`src/rtl/boa_extram_arbiter.sv`:
```
// boa_extram_arbiter: shares the single external SRAM controller port between
// two masters (port 0 = CPU extram bus, port 1 = secondary master such as DMA).
// Round-robin arbitration (or fixed priority to port 0); an owner is held until
// s_ready or until it withdraws its request.
//
// Ports:
//   clk, rst_n                 clock, asynchronous active-low reset
//   mN_re/we/addr/wdata        request from master N (held until mN_ready)
//   mN_rdata, mN_ready         read data broadcast, completion gated to owner
//   s_re/we/addr/wdata         request mirrored from the current owner (0 if idle)
//   s_rdata, s_ready           controller response
//   grant                      registered one-hot owner, 00 when idle
module boa_extram_arbiter #(
  parameter int unsigned alen       = 19,
  parameter bit          fixed_prio = 1'b0
) (
  input  logic            clk,
  input  logic            rst_n,
  input  logic            m0_re,
  input  logic [3:0]      m0_we,
  input  logic [alen-1:0] m0_addr,
  input  logic [31:0]     m0_wdata,
  output logic [31:0]     m0_rdata,
  output logic            m0_ready,
  input  logic            m1_re,
  input  logic [3:0]      m1_we,
  input  logic [alen-1:0] m1_addr,
  input  logic [31:0]     m1_wdata,
  output logic [31:0]     m1_rdata,
  output logic            m1_ready,
  output logic            s_re,
  output logic [3:0]      s_we,
  output logic [alen-1:0] s_addr,
  output logic [31:0]     s_wdata,
  input  logic [31:0]     s_rdata,
  input  logic            s_ready,
  output logic [1:0]      grant
);

  typedef enum logic [1:0] {
    ST_IDLE  = 2'b00,
    ST_BUSY0 = 2'b01,
    ST_BUSY1 = 2'b10
  } state_t;

  state_t     r_state;
  state_t     w_state_nxt;
  logic       r_last;      // port that completed most recently
  logic       w_last_nxt;
  logic [1:0] r_grant;
  logic       w_m0_pend;
  logic       w_m1_pend;

  assign w_m0_pend = m0_re | (|m0_we);
  assign w_m1_pend = m1_re | (|m1_we);

  // Read data is broadcast; only the ready gating selects the consumer.
  assign m0_rdata = s_rdata;
  assign m1_rdata = s_rdata;
  assign grant    = r_grant;

  // Next-state, slave mux and ready gating.
  always_comb begin
    w_state_nxt = r_state;
    w_last_nxt  = r_last;
    s_re        = 1'b0;
    s_we        = 4'b0000;
    s_addr      = '0;
    s_wdata     = 32'd0;
    m0_ready    = 1'b0;
    m1_ready    = 1'b0;
    case (r_state)
      ST_IDLE: begin
        if (w_m0_pend && w_m1_pend) begin
          // r_last==1 means port 1 went last, so port 0 wins the tie.
          w_state_nxt = (fixed_prio || r_last) ? ST_BUSY0 : ST_BUSY1;
        end else if (w_m0_pend) begin
          w_state_nxt = ST_BUSY0;
        end else if (w_m1_pend) begin
          w_state_nxt = ST_BUSY1;
        end
      end
      ST_BUSY0: begin
        s_re     = m0_re;
        s_we     = m0_we;
        s_addr   = m0_addr;
        s_wdata  = m0_wdata;
        m0_ready = s_ready;
        if (s_ready) begin
          w_state_nxt = ST_IDLE;
          w_last_nxt  = 1'b0;
        end else if (!w_m0_pend) begin
          // Withdrawn without completion: release, keep fairness history.
          w_state_nxt = ST_IDLE;
        end
      end
      ST_BUSY1: begin
        s_re     = m1_re;
        s_we     = m1_we;
        s_addr   = m1_addr;
        s_wdata  = m1_wdata;
        m1_ready = s_ready;
        if (s_ready) begin
          w_state_nxt = ST_IDLE;
          w_last_nxt  = 1'b1;
        end else if (!w_m1_pend) begin
          w_state_nxt = ST_IDLE;
        end
      end
      default: w_state_nxt = ST_IDLE;
    endcase
  end

  // State, fairness history and grant register.
  always_ff @(posedge clk or negedge rst_n) begin
    if (!rst_n) begin
      r_state <= ST_IDLE;
      r_last  <= 1'b1;
      r_grant <= 2'b00;
    end else begin
      r_state <= w_state_nxt;
      r_last  <= w_last_nxt;
      r_grant <= {w_state_nxt == ST_BUSY1, w_state_nxt == ST_BUSY0};
    end
  end

endmodule

```
`config.mk`:
```
export PLATFORM = sky130hd
export DESIGN_NAME = boa_extram_arbiter
export DESIGN_NICKNAME = d
export VERILOG_FILES = /design/src/rtl/boa_extram_arbiter.sv
export SDC_FILE = /design/constraint.sdc
export NUM_CORES = 1
export LEC_CHECK = 0
export ABC_AREA = 1
export CORE_AREA = 4 4 104 106
export DETAILED_ROUTE_END_ITERATION = 16
export DIE_AREA = 0 0 108 110
export GPL_TIMING_DRIVEN = 0
export PLACE_DENSITY_LB_ADDON = 0.08
export SLEW_MARGIN = 10
export SYNTH_ARGS = -nofsm -noshare
export SYNTH_HDL_FRONTEND = slang
export SYNTH_SLANG_ARGS = --single-unit
```
`constraint.sdc`:
```
create_clock -name clk -period 3.4 [get_ports clk]
set_input_delay 0.68 -clock clk [delete_from_list [all_inputs] [get_ports clk]]
set_output_delay 0.68 -clock clk [all_outputs]
set_load 0.02 [all_outputs]
```
==> summary.md <==
| Metric | Value |
|---|---|
| Slowest-stage cell, CP | clkdlybuf4s50_1 |
| Pleak | 1.71 nW |
| Synth top area share | 0.312 |
| Final ANT Viol Nets | 0 |
| Cells after Synth | 297 |
| # setup viols final | 0 |
| Seq/Total Area, Yosys | 0.0773 |
| 1st-iter DRT viols | 101 |
| Hold Path Class | reg2reg |
| Clock power frac | 0.051 |
| CTS Buffer Depth | 2 |
| Critical path endpoint category | output pin |
| Final Max Slew Viols | 0 |
| Rel. slew slack | 0.698 |
| Post-CTS Setup Bufs | 0 |
| Synth Cell Area | 1630 um2 |
| Final instance area | 4230 um2 |
| Worst Path Required | 2720 ps |
| Clk Latency, worst-skew pair | 220 ps |
| WL/cell | 14.2 um |
| Slew @ Worst Pin | 453 ps |
| Pin count of the biggest net entering global routing | 11 |
| Initial antenna violation count | 0 |
| Cell taking the most area after synthesis | buf_4 |
| Final worst path period need | 2990 ps |
| GRT met3 Usage | 0.0478 |
| CTS root buf | clkbuf_8 |
| Net switching power | 0.00110 W |
| Diodes inserted | 0 |
| Arrival @ worst endpoint | 2310 ps |
| Top cells by area, synth | buf_4, nand2_1, a21oi_1 |
| Comb pwr share | 0.897 |
| DRC | 0 |
| CTS tree | yes |
| Seq pwr share | 0.051 |
| Cts bufs inserted | 3 |
| Final net count | 691 |
| FF-to-FF setup slack | 1970 ps |
| # clock sinks | 5 |
| DR vias | 2625 |
| I/O pin count | 271 |
| Reg-to-reg endpoint | r_last |
| Hold Vio Cnt, Final | 0 |
| Initial Util | 0.167 |
| Number of max-cap violations | 0 |
| RSZ-0062 raised after global routing | false |
| Aggregate global-route resource usage | 0.139 |
| WS Path Type | reg2out |
| Global route hottest layer | met2 |
| DIE AREA | 11900 um2 |
| Status | finished, final reports clean |
| Routing usage on met2 | 0.277 |
| Global-route wire length before repair | 13.3 mm |
| Post-synthesis register bit count | 5 |
| Via density per instance | 3.91 |
| Clock slew seen by the registers of the worst setup and hold paths | 30 ps |
| Internal power | 0.00100 W |
| Fin Setup TNS | 0 ps |
| Core area | 9770 um2 |
| I/O Buffers | 238 |
| Startpoint type of the worst setup path | flip-flop |
| Final wirelength | 9.54 mm |
| Cts hold-fix bufs | 0 |
| YS warnings | 0 |
| HP Start | r_last |
| Post-Syn Area per Cell | 5.50 um2 |
| Die Span X | 108 um |
| Worst R2R Path Depth | 6 |
| Clock Skew | 0.619 ps |
| CP peak stage delay | 650 ps |
| First-pass DRT Iterations | 4 |
| Number of global-route vias before repair | 2616 |
| Crit share post-route | 0.878 |
| Switching Fraction | 0.524 |
| Proportion of layout cells with a drive suffix above 1 | 0.169 |
| Cell Pwr Density | 498 nW/um2 |
| Rows | 36 |
| Maximum clock frequency | 0.335 GHz |
| Peak VDD IR | 0.000247 V |
| Mapped Nets | 448 |
| GRT Residual Overflow | 0 |
| Hold-critical path depth | 2 |
| Placed cell area | 4180 um2 |
| Worst path cell trace | inv_1, ha_1, buf_2, buf_4, nand2_1, a21oi_1, clkdlybuf4s50_1 |
| Synth cell types | 17 |
| Hold path endpoint | r_last |
| RD Place Congestion | 0.745 |
| Grt met1 use | 0.146 |
| R2r startpoint | r_state[0] |
| Hpwl dp | 8.32 mm |
| Die height | 110 um |
| Critical Path Fanout Max | 10 |
| H-tree levels | 1 |
| Cts repair resizes | 0 |
| Area Overhead vs Synth | 159% |
cell usage in the layout (no fill, tap or decap):
cell type,count
inv_1,10
buf_2,12
dfrtp_1,4
nand4_1,2
clkbuf_1,2
dfstp_2,1
nor2_2,3
buf_4,68
nand3b_1,1
nand3_1,2
nand2_1,125
nor2_1,3
buf_1,1
nand3_2,2
nand2_2,2
a21oi_1,56
clkbuf_8,3
ha_1,4
clkdlybuf4s50_1,238
sequential cells by signal, summed over array words and instances, names as in the netlist:
register and cells:
grant 2, r_state 2, r_last 1
through the flow:
step	utilization	hold WS, ps	cells	setup slack (ps)	total power [W]
after floorplan	-	384	297	1300	0.00114
after global placement	0.428	463	668	593	0.00203
after detailed placement	0.428	464	668	590	0.00204
after CTS	0.433	471	672	344	0.00215
after global routing	0.433	478	672	201	0.00229
final	0.433	462	672	414	0.00211
critical path, delay by kind of cell, from the launching register on:
family                   cells  cell delay [ps]
buffers and inverters        4             1230
AO/OA/AOI/OAI                1              150
AND/OR/NAND/NOR              1               60
adder cells (fa/ha/maj)      1              210
flip-flops                   1              430
Yosys cell counts:
master      n
nand3b_1    1
buf_4      68
dfrtp_1     4
buf_1       1
nand2_1   125
nand2_2     2
nor2_2      3
clkbuf_1    1
nand4_1     2
ha_1        4
buf_2      12
a21oi_1    56
nand3_1     2
dfstp_2     1
nor2_1      3
nand3_2     2
inv_1      10
power by group through the flow:
| stage | clock, W | combinational (W) | sequential, W |
|---|---|---|---|
| after detailed placement | 0 | 0.00193 | 0.000109 |
| after global routing | 0.000115 | 0.00206 | 0.000111 |
| after global placement | 0 | 0.00192 | 0.000109 |
| final | 0.000107 | 0.00189 | 0.000108 |
| after CTS | 0.000109 | 0.00194 | 0.000108 |
| after floorplan | 0 | 0.00103 | 0.000115 |
cells by family (layout without fill, tap and decap cells):
kind of cell    Yosys count  after routing  share of synthesized area
buf+inv                  92            334                      0.377
flops                     5              5                     0.0773
compound gates           56             56                      0.172
simple gates            140            140                      0.344
fa+ha+maj                 4              4                     0.0306
metal layers:
metal / vias to the layer above / part of all wire
met4: 0 / 0.0056
met1: 1127 / 0.34
met5: - / 0
li1: 1350 / -
met2: 144 / 0.54
met3: 4 / 0.12
layout make-up:
type / count / area, um2
Clock buffer: 4 / 45.0
Inverter: 10 / 37.5
Sequential cell: 5 / 126
Multi-Input combinational cell: 200 / 892
Buffer: 82 / 578
Tap cell: 133 / 166
Timing Repair Buffer: 238 / 2380
Fill cell: 1047 / 5550
how the worst max path moves through the flow:
stage                    start     endpoint  cells after the start  slack, ps
global placement    r_state[1]  s_wdata[28]                      7        590
finish              r_state[1]  s_wdata[20]                      7        410
floorplan           r_state[1]    s_addr[0]                      6       1300
CTS                 r_state[1]  s_wdata[28]                      7        340
global route        r_state[1]  s_wdata[28]                      7        200
detailed placement  r_state[1]  s_wdata[28]                      7        590
Power figures use the tool's default switching activity.
